--- src/rtl/uart_pkg.sv ---
// Shared encodings, FSM state type and frame-format helpers for the UART transmitter.
package uart_pkg;

    localparam int TICKS_PER_BIT = 16;

    localparam logic [2:0] PARITY_NONE  = 3'b000;
    localparam logic [2:0] PARITY_EVEN  = 3'b001;
    localparam logic [2:0] PARITY_ODD   = 3'b010;
    localparam logic [2:0] PARITY_MARK  = 3'b011;
    localparam logic [2:0] PARITY_SPACE = 3'b100;

    localparam logic [1:0] DBITS_5 = 2'b00;
    localparam logic [1:0] DBITS_6 = 2'b01;
    localparam logic [1:0] DBITS_7 = 2'b10;
    localparam logic [1:0] DBITS_8 = 2'b11;

    localparam logic [1:0] STOP_1   = 2'b00;
    localparam logic [1:0] STOP_1P5 = 2'b01;
    localparam logic [1:0] STOP_2   = 2'b10;

    // Last sub-bit tick index of an ordinary 16-tick bit.
    localparam logic [4:0] BIT_LAST = 5'(TICKS_PER_BIT - 1);

    typedef enum logic [2:0] {
        ST_IDLE,
        ST_START,
        ST_DATA,
        ST_PARITY,
        ST_STOP,
        ST_BREAK
    } uart_state_e;

    // Index of the final data bit for a given data-bits code.
    function automatic logic [2:0] last_bit_idx(input logic [1:0] dbits);
        case (dbits)
            DBITS_5: return 3'd4;
            DBITS_6: return 3'd5;
            DBITS_7: return 3'd6;
            DBITS_8: return 3'd7;
            default: return 3'd7;
        endcase
    endfunction

    // Last tick index of the stop period: 16, 24 or 32 ticks.
    function automatic logic [4:0] stop_last(input logic [1:0] stop);
        case (stop)
            STOP_1:   return 5'd15;
            STOP_1P5: return 5'd23;
            STOP_2:   return 5'd31;
            default:  return 5'd31;
        endcase
    endfunction

    // Unknown parity codes behave as "none".
    function automatic logic parity_enabled(input logic [2:0] par);
        return (par == PARITY_EVEN) || (par == PARITY_ODD) ||
               (par == PARITY_MARK) || (par == PARITY_SPACE);
    endfunction

    // Parity covers only the bits actually sent; unused upper bits are masked off.
    function automatic logic parity_bit(input logic [7:0] data, input logic [1:0] dbits,
                                        input logic [2:0] par);
        logic [7:0] mask;
        logic       x;
        mask = 8'hFF >> (2'd3 - dbits);
        x    = ^(data & mask);
        case (par)
            PARITY_EVEN: return x;
            PARITY_ODD:  return ~x;
            PARITY_MARK: return 1'b1;
            default:     return 1'b0;
        endcase
    endfunction

endpackage

--- src/rtl/uart_baud_gen.sv ---
// Programmable sub-bit tick generator: one tick every div_i+1 clocks.
module uart_baud_gen #(
    parameter int DIV_W = 16
) (
    input  logic             clk_i,
    input  logic             reset_i,
    input  logic             clr_i,
    input  logic [DIV_W-1:0] div_i,
    output logic             tick_o
);

    logic [DIV_W-1:0] cnt_q, cnt_d;

    // Terminal count; >= guards against a counter left above a smaller divisor.
    assign tick_o = (cnt_q >= div_i);

    // Wrap on terminal count, restart from zero on clear.
    always_comb begin
        cnt_d = cnt_q + DIV_W'(1);
        if (clr_i || tick_o) begin
            cnt_d = '0;
        end
    end

    // Counter register.
    always_ff @(posedge clk_i or posedge reset_i) begin
        if (reset_i) begin
            cnt_q <= '0;
        end else begin
            cnt_q <= cnt_d;
        end
    end

endmodule

--- src/rtl/uart_tx_cfg.sv ---
// Configurable UART transmitter: input FIFO, frame FSM with break, registered TX line.
module uart_tx_cfg
    import uart_pkg::*;
#(
    parameter int FIFO_DEPTH = 8,
    parameter int DIV_W      = 16,
    parameter int LVL_W      = $clog2(FIFO_DEPTH) + 1
) (
    input  logic             clk_i,
    input  logic             reset_i,
    input  logic             enable_i,
    input  logic [DIV_W-1:0] cfg_div_i,
    input  logic [1:0]       cfg_dbits_i,
    input  logic [2:0]       cfg_parity_i,
    input  logic [1:0]       cfg_stop_i,
    input  logic             break_i,
    input  logic [7:0]       s_data_i,
    input  logic             s_valid_i,
    output logic             s_ready_o,
    output logic [LVL_W-1:0] fifo_level_o,
    output logic             uart_tx_o,
    output logic             uart_busy_o
);

    localparam int PTR_W = $clog2(FIFO_DEPTH);

    // Producer handshake: a byte transfers on any cycle with s_valid_i && s_ready_o;
    // s_ready_o depends only on the FIFO being not full, never on a same-cycle pop.
    logic [7:0]       mem_q [FIFO_DEPTH];
    logic [PTR_W-1:0] wr_ptr_q, rd_ptr_q;
    logic [LVL_W-1:0] count_q;
    logic             fifo_full, fifo_empty, push, pop;

    uart_state_e      state_q, state_d;
    logic [4:0]       tcnt_q, tcnt_d;
    logic [2:0]       bit_q, bit_d;
    logic [7:0]       data_q, data_d;
    logic [1:0]       dbits_q, dbits_d;
    logic [2:0]       parity_q, parity_d;
    logic [1:0]       stop_q, stop_d;
    logic [DIV_W-1:0] div_q, div_d;
    logic             tx_q, tx_d;
    logic             clr, tick;

    assign fifo_full    = (count_q == LVL_W'(FIFO_DEPTH));
    assign fifo_empty   = (count_q == '0);
    assign push         = s_valid_i && !fifo_full;
    assign s_ready_o    = !fifo_full;
    assign fifo_level_o = count_q;
    assign uart_tx_o    = tx_q;
    assign uart_busy_o  = (state_q != ST_IDLE) || !fifo_empty;

    uart_baud_gen #(.DIV_W(DIV_W)) u_baud (
        .clk_i   (clk_i),
        .reset_i (reset_i),
        .clr_i   (clr),
        .div_i   (div_q),
        .tick_o  (tick)
    );

    // FIFO storage needs no reset; occupancy is tracked by the pointers and count.
    always_ff @(posedge clk_i) begin
        if (push) begin
            mem_q[wr_ptr_q] <= s_data_i;
        end
    end

    // Frame sequencing: next state, frame-start latching and sub-bit counting.
    always_comb begin
        state_d  = state_q;
        tcnt_d   = tcnt_q;
        bit_d    = bit_q;
        data_d   = data_q;
        dbits_d  = dbits_q;
        parity_d = parity_q;
        stop_d   = stop_q;
        div_d    = div_q;
        pop      = 1'b0;
        clr      = 1'b0;
        case (state_q)
            ST_IDLE: begin
                if (break_i) begin
                    state_d = ST_BREAK;
                end else if (enable_i && !fifo_empty) begin
                    pop      = 1'b1;
                    clr      = 1'b1;
                    data_d   = mem_q[rd_ptr_q];
                    dbits_d  = cfg_dbits_i;
                    parity_d = cfg_parity_i;
                    stop_d   = cfg_stop_i;
                    div_d    = cfg_div_i;
                    tcnt_d   = '0;
                    bit_d    = '0;
                    state_d  = ST_START;
                end
            end
            ST_START: begin
                if (tick) begin
                    if (tcnt_q == BIT_LAST) begin
                        tcnt_d  = '0;
                        bit_d   = '0;
                        state_d = ST_DATA;
                    end else begin
                        tcnt_d = tcnt_q + 5'd1;
                    end
                end
            end
            ST_DATA: begin
                if (tick) begin
                    if (tcnt_q == BIT_LAST) begin
                        tcnt_d = '0;
                        if (bit_q == last_bit_idx(dbits_q)) begin
                            state_d = parity_enabled(parity_q) ? ST_PARITY : ST_STOP;
                        end else begin
                            bit_d = bit_q + 3'd1;
                        end
                    end else begin
                        tcnt_d = tcnt_q + 5'd1;
                    end
                end
            end
            ST_PARITY: begin
                if (tick) begin
                    if (tcnt_q == BIT_LAST) begin
                        tcnt_d  = '0;
                        state_d = ST_STOP;
                    end else begin
                        tcnt_d = tcnt_q + 5'd1;
                    end
                end
            end
            ST_STOP: begin
                if (tick) begin
                    if (tcnt_q == stop_last(stop_q)) begin
                        tcnt_d  = '0;
                        state_d = ST_IDLE;
                    end else begin
                        tcnt_d = tcnt_q + 5'd1;
                    end
                end
            end
            ST_BREAK: begin
                if (!break_i) begin
                    state_d = ST_IDLE;
                end
            end
            default: state_d = ST_IDLE;
        endcase
    end

    // Line level for the state being entered, so the registered output never glitches.
    always_comb begin
        tx_d = 1'b1;
        case (state_d)
            ST_IDLE:   tx_d = 1'b1;
            ST_START:  tx_d = 1'b0;
            ST_DATA:   tx_d = data_q[bit_d];
            ST_PARITY: tx_d = parity_bit(data_q, dbits_q, parity_q);
            ST_STOP:   tx_d = 1'b1;
            ST_BREAK:  tx_d = 1'b0;
            default:   tx_d = 1'b1;
        endcase
    end

    // State, frame context, FIFO pointers and the TX line register.
    always_ff @(posedge clk_i or posedge reset_i) begin
        if (reset_i) begin
            state_q  <= ST_IDLE;
            tcnt_q   <= '0;
            bit_q    <= '0;
            data_q   <= '0;
            dbits_q  <= DBITS_8;
            parity_q <= PARITY_NONE;
            stop_q   <= STOP_1;
            div_q    <= '0;
            tx_q     <= 1'b1;
            wr_ptr_q <= '0;
            rd_ptr_q <= '0;
            count_q  <= '0;
        end else begin
            state_q  <= state_d;
            tcnt_q   <= tcnt_d;
            bit_q    <= bit_d;
            data_q   <= data_d;
            dbits_q  <= dbits_d;
            parity_q <= parity_d;
            stop_q   <= stop_d;
            div_q    <= div_d;
            tx_q     <= tx_d;
            if (push) begin
                wr_ptr_q <= wr_ptr_q + PTR_W'(1);
            end
            if (pop) begin
                rd_ptr_q <= rd_ptr_q + PTR_W'(1);
            end
            case ({push, pop})
                2'b10:   count_q <= count_q + LVL_W'(1);
                2'b01:   count_q <= count_q - LVL_W'(1);
                default: count_q <= count_q;
            endcase
        end
    end

endmodule

--- config.mk ---
export PLATFORM = sky130hd
export DESIGN_NAME = uart_tx_cfg
export DESIGN_NICKNAME = d
export VERILOG_FILES = /design/src/rtl/uart_pkg.sv /design/src/rtl/uart_baud_gen.sv /design/src/rtl/uart_tx_cfg.sv
export SDC_FILE = /design/constraint.sdc
export NUM_CORES = 1
export LEC_CHECK = 0
export BUFFER_PORTS_ARGS = -buffer_cell sky130_fd_sc_hd__buf_2
export CAP_MARGIN = 20
export CORE_MARGIN = 3
export CORE_UTILIZATION = 30
export CTS_BUF_LIST = sky130_fd_sc_hd__clkbuf_8
export DETAILED_ROUTE_END_ITERATION = 12
export MAX_ROUTING_LAYER = met4
export PLACE_DENSITY = 0.51
export SYNTH_ARGS = -nofsm -noshare
export SYNTH_HDL_FRONTEND = slang
export SYNTH_SLANG_ARGS = --single-unit
--- constraint.sdc ---
create_clock -name clk_i -period 5.45 [get_ports clk_i]
set_clock_uncertainty 0.2 [all_clocks]
set_input_delay 0.8175 -clock clk_i [delete_from_list [all_inputs] [get_ports clk_i]]
set_output_delay 0.8175 -clock clk_i [all_outputs]
set_load 0.05 [all_outputs]
After elaboration in Yosys (flattened, before gate mapping)
Memories as Yosys holds them, arrays and structs flattened. A register that Yosys moved wholly into a read port is not among the register bits.
Index checks and enable logic that the tools add are counted.
W data, S select, Z words.
Operators by class
  $lt $le $gt $ge: 2
  reductions and logical operators: 21
  bitwise operators: 3
  $add $sub $neg: 8
  shifts and indexed selects: 1
  equal/unequal tests: 27
  mux-type cells: 47
Operators with widths (number)
  $mux W3: 23
  $mux W5: 8
  $eq A3 B2 Y1 const B: 6
  $pmux W3 S6: 1
  $add A16 B1 Y16 const B: 1
  $ge A16 B16 Y1: 1
  $mux W16: 1
  $pmux W5 S3: 1
  $eq A3 B3 Y1 const B: 4
  $pmux W3 S4: 1
  $pmux W5 S2: 1
  $add A3 B1 Y3 const B: 3
  $eq A3 B1 Y1 const B: 3
  $pmux W3 S3: 1
  $and A8 B8 Y8: 1
  $pmux W4 S2: 1
  $reduce_xor A8 Y1: 1
  $shr A8 B2 Y8 const A: 1
  $eq A2 B1 Y1 const B: 3
  $eq A2 B2 Y1 const B: 3
  $mux W1: 6
  $pmux W1 S3: 2
  $reduce_bool A3 Y1: 2
  $add A5 B1 Y5 const B: 1
  other kinds (23): 33
Word-level totals
  output and inout bits: 7
  input bits: 36
  word-level logic and storage cells: 122
  memory bits (writable): 64
  memories kept: 1
  bits in registers: 61
Memory list
  mem_q: words 8, width 8, rd ports 1, clocked after Yosys merged registers in 1, write ports 1, RTL line uart_tx_cfg.sv:29  | logic [7:0] mem_q [FIFO_DEPTH];

Longest topological paths before layout
  word-level depth: 13
  depth in mapped cells: 13
  gate-level depth less buffers: 13

Cells and area by module
From an unflattened synthesis, not the netlist that was laid out.
Unflattened totals
  cells, all modules: 481
  area, all modules: 6334.8 um^2
Modules (own cells, without submodules)
  uart_tx_cfg: area an instance 5136.2 um^2, instances 1, sequential area each 3251.9 um^2, cells an instance 349
  uart_baud_gen: area an instance 1198.6 um^2, instances 1, sequential area each 400.4 um^2, cells an instance 132

Least setup slack after synthesis
Ideal clock, no wire load.
  kind: register -> register
  start point: register count_q[0] (netlist: fifo_level_o[0])
  end point: register count_q[3] (netlist: fifo_level_o[3])
  path slack: 2.164 ns
  buffers on the path: 2
  library setup time: 0.148 ns
  data arrival time: 2.937 ns
  cell stages (with the launch flop): 12
  clock period less this slack: 3.286 ns
  data required time: 5.102 ns
  cell sequence: dfrtp_1 > o41ai_4 > nor3_4 > clkbuf_1 > clkbuf_1 > ha_1 > ha_1 > a21o_1 > a21oi_1 > xnor2_1 > nor2_1 > xor2_1
On the way
  longest elaborated chain between the ends: 8
  elaborated cells between the ends (all ways): 15
  classes of those cells: 2 x add/sub; 3 x eq/ne; 4 x mux; 6 x reduce/logical
RTL lines
  from (decl): RTL line uart_tx_cfg.sv:31  | logic [LVL_W-1:0] count_q;
  from (signal assigned): RTL line uart_tx_cfg.sv:197  | 2'b10: count_q <= count_q + LVL_W'(1);
  from (signal assigned): RTL line uart_tx_cfg.sv:198  | 2'b01: count_q <= count_q - LVL_W'(1);
  from (signal assigned): RTL line uart_tx_cfg.sv:199  | default: count_q <= count_q;
  $logic_not A4 Y1 (*): RTL line uart_tx_cfg.sv:46  | assign fifo_empty = (count_q == '0);
  $logic_not A1 Y1 (*): RTL line uart_tx_cfg.sv:84  | end else if (enable_i && !fifo_empty) begin
  $logic_and A1 B1 Y1 (*): RTL line uart_tx_cfg.sv:84
  $mux W1 (*) (3 in series)
  net clr: RTL line uart_tx_cfg.sv:43  | logic clr, tick;
  $eq A2 B1 Y1 / $eq A2 B2 Y1 (equally long branches): RTL line uart_tx_cfg.sv:196  | case ({push, pop})
  $pmux W4 S2 / $reduce_bool A2 Y1 (equally long branches)
Mark *: on every way through the listed nets, which the timed path passes. The rest lies on a longest branch.
A chain may end at the register's enable or synchronous reset.

Worst setup path in the final report
  start point: register state_q[2]
  end point: register tx_q (netlist: uart_tx_o)
On the way
  elaborated cells between the ends (all ways): 28
  classes of those cells: 9 x eq/ne; 17 x mux; 2 x reduce/logical
RTL lines
  from (decl): RTL line uart_tx_cfg.sv:34  | uart_state_e state_q, state_d;
  from (signal assigned): RTL line uart_tx_cfg.sv:181  | state_q <= state_d;
  $eq A3 B2 Y1, or another cell as far along: RTL line uart_tx_cfg.sv:80  | case (state_q)
  $pmux W3 S3 (*): RTL line uart_tx_cfg.sv:80
  net bit_d[1]: RTL line uart_tx_cfg.sv:36  | logic [2:0] bit_q, bit_d;
  $bmux W1 S3 (*): RTL line uart_tx_cfg.sv:157  | ST_DATA: tx_d = data_q[bit_d];
  $mux W1 (implied by the code) (*): RTL line uart_tx_cfg.sv:157
  $pmux W1 S3 (*): RTL line uart_tx_cfg.sv:154  | case (state_d)
  net tx_d: RTL line uart_tx_cfg.sv:42  | logic tx_q, tx_d;
  to (signal assigned): RTL line uart_tx_cfg.sv:189  | tx_q <= tx_d;
  to (decl): RTL line uart_tx_cfg.sv:42
Mark *: on every way through the listed nets, which the timed path passes. The rest lies on a longest branch. The select of a mux whose other input is x is not followed.

==> flow_metrics.py <==
metrics = {
    "timing": {
        "fin_setup_tns_ns": 0,
        "hold_viol": 0,
        "relSlewSlack_pct": 41.3,
        "setup_violations": 0,
        "finalMaxSlewViolations": 0,
        "timing.fmax_mhz": 287,
        "rsz0062_at_grt": "false",
        "whs_ns": 0.312,
        "min_period_over_period_pct": 63.9,
        "worst_pin_slew_ns": 0.878,
        "post-route-min-period_ns": 3.48,
    },
    "clocking": {
        "cts_max_level": 4,
        "cts_tree": "built",
        "clk_latency_ns": 0.44,
        "cts_resized": 0,
        "cts_buffers": 17,
        "clk_path_buf_depth": 2,
        "clock_tree.root_cell": "clkbuf_8",
        "cts.clk_slew.worst_paths_ns": 0.08,
        "cts.sinks": 133,
    },
    "floorplanning": {
        "start_util_pct": 31.0,
        "dieHeight_um": 152,
        "core_mm2": 0.0205,
        "die_area_mm2": 0.0230,
        "ios": 43,
        "die_w_um": 152,
        "fp-row-count": 52,
    },
    "drt": {
        "via_per_inst": 4.79,
        "ant_nets": 0,
        "via_count": 4059,
        "drt-pass1-iter-count": 4,
        "wl_per_cell_um": 16.1,
        "drc": 0,
        "drtIter0Drc": 229,
        "totalWireLength_um": 13600,
    },
    "global_route": {
        "antenna_found_initial": 0,
        "grt_max_degree": 66,
        "grt_first_pass_wirelength_um": 22200,
        "grt-ovfl-total": 0,
        "first_global_vias": 4194,
        "track_usage_pct": 13.0,
    },
    "pwr": {
        "finalPower_w": 0.00371,
        "max-vdd-ir-drop_v": 0.000235,
        "leakagePower_nw": 2.90,
        "power_density_mw_per_mm2": 508,
    },
    "synth": {
        "ys_seq_area_share_pct": 57.5,
        "synth_edf_count": 64,
        "async_reset_ff_share_pct": 51.9,
        "synthesis.area_mm2": 0.00635,
        "synth.most_common_cell": "dfrtp_1",
        "netlist_instances": 514,
        "yosysTopAreaCell": "edfxtp_1",
        "synth_top_area_share_pct": 30.3,
        "ys.flop_type": "dfrtp_1",
        "avgSynthCellArea_um2": 12.4,
        "synth_fp_nets": 577,
        "ys_ff_latch": 133,
        "yosysWarningCount": 0,
        "synth_area_leaders": "edfxtp_1 30%, dfrtp_1 26%, mux4_2 5.7%, ha_1 5.1%, xnor2_1 2.8%",
        "synthTopCellsByCount": "66 x dfrtp_1, 64 x edfxtp_1, 46 x nor2_1, 40 x nand2_1",
        "ys_types": 55,
    },
    "cells_and_area": {
        "num-fill-cells": 2015,
        "antenna_cells": 0,
        "synthToLayoutAreaGrowth_pct": 14.9,
        "fin_nets": 628,
        "drive_gt1_share_pct": 21.1,
        "design_area_mm2": 0.00730,
    },
    "placed_design": {
        "post_dp_cell_area_mm2": 0.00690,
        "hpwl_um": 9360,
        "port_buffers": 42,
        "gp_congestion": 0.771,
    },
    "worst_setup_path": {
        "crit_family": "simple AND/OR/NAND/NOR gates",
        "crit_path_end_kind": "flip-flop",
        "critical_path.cell_chain": "or3_4, nor3_4, buf_4, and4b_1, a31oi_1, o31ai_2, mux2_1, nor2_1, a211oi_1, o31a_1",
        "slowest_stage": "dfrtp_1",
        "critPathMaxStageDelay_ns": 0.55,
        "start_kind": "flip-flop",
        "worstSetupPathType": "flip-flop to flip-flop",
        "cp_max_fo": 27,
        "critPathBufInv": 1,
        "cp.required_ns": 5.61,
        "cp.arrival_ns": 3.64,
    },
    "job": {
        "drv_cap": 0,
    },
    "status": {
        "status": "finished, final reports clean",
    },
    "hold_path": {
        "hp-class": "flip-flop to flip-flop",
    },
}
[kinds of logic after synthesis]
group	count (synthesis)	synth area share, %
AOI/OAI and AO/OA	83	8.25
xor gates and xnor gates	33	4.55
and+or+nand+nor	149	11.5
buffers and inverters	48	2.84
adders and majority gates	27	5.44
DFF	133	57.5
muxes	41	9.87
[placed cells by master (no fill, tap or decap), types with 4 or more instances in the layout]
cell type  Yosys  layout
nor3_2         1       5
xor2_1        13      13
mux2_2        12      12
nand4_1        7       7
clkbuf_8       0      17
and3_1         6       6
mux2i_1       12      12
edfxtp_1      64      64
inv_6          0       6
mux4_2        16      16
ha_1          26      26
buf_4          0       5
inv_1         32      31
inv_8          0       5
dfrtp_1       66      66
nor2_1        46      46
nand2_1       40      40
a21oi_1       23      23
xnor2_1       20      20
o21ai_0       32      32
a211oi_1       4       4
nor3_1        10       6
a31oi_1        6       6
nand3_1       14      14
nand2b_1       7       7
buf_2          0      42
[sequential cells by signal, indices dropped and copies added, names as in the netlist]
signal,count
mem_q,64
div_q,16
u_baud.cnt_q,16
data_q,8
tcnt_q,5
fifo_level_o,4
bit_q,3
parity_q,3
rd_ptr_q,3
state_q,3
wr_ptr_q,3
dbits_q,2
stop_q,2
uart_tx_o,1
[where the power goes]
part           internal, W  switching (W)
combinational     0.000576       0.000689
sequential         0.00134       0.000275
clock             0.000383       0.000449
[layer usage]
layer / track usage (%) / wire (um) / vias to the layer above
met1: 16.3 / 6270 / 1999
met5: - / 0 / -
met4: 3.55 / 129 / 0
met3: 3.30 / 499 / 10
li1: - / - / 1972
met2: 21.0 / 6740 / 78
[final timing paths]
path | slack, ns | start | cells past startpoint | endpoint
min | 0.31 | u_baud.cnt_q[0] | 1 | u_baud.cnt_q[0]
max reg2reg | 1.97 | state_q[2] | 10 | uart_tx_o
min in group asynchronous | 0.58 | reset_i | 3 | fifo_level_o[3]
max in group asynchronous | 3.40 | reset_i | 4 | parity_q[1]
max | 1.97 | state_q[2] | 10 | uart_tx_o
min reg2reg | 0.31 | u_baud.cnt_q[0] | 1 | u_baud.cnt_q[0]
[repair_timing]
action                                 4_1_cts  5_1_grt
hold buffers                                 1        0
buffers inserted                             0        0
endpoints found under the hold margin        4        0
[metrics by stage]
| stage | util (%) | std cells | setup WS [ns] |
|---|---|---|---|
| 2_1_floorplan | - | 514 | 2.16 |
| 3_3_place_gp | 33.7 | 815 | 1.98 |
| 3_5_place_dp | 33.7 | 815 | 1.89 |
| 4_1_cts | 35.6 | 848 | 1.95 |
| 5_1_grt | 35.6 | 848 | 1.77 |
| 6_report | 35.6 | 848 | 1.97 |
[cell type report]
cell class | instances | area [um^2] | share of cell area, %
clock buffers | 17 | 234 | 3.21
clock inverters | 15 | 156 | 2.14
inverters | 32 | 120 | 1.65
multi-input cells | 333 | 2540 | 34.8
flip-flops and latches | 133 | 3650 | 50.1
well taps | 270 | 338 | 4.63
repair buffers | 48 | 258 | 3.53
No activity file was read; power rests on OpenSTA's default activity.
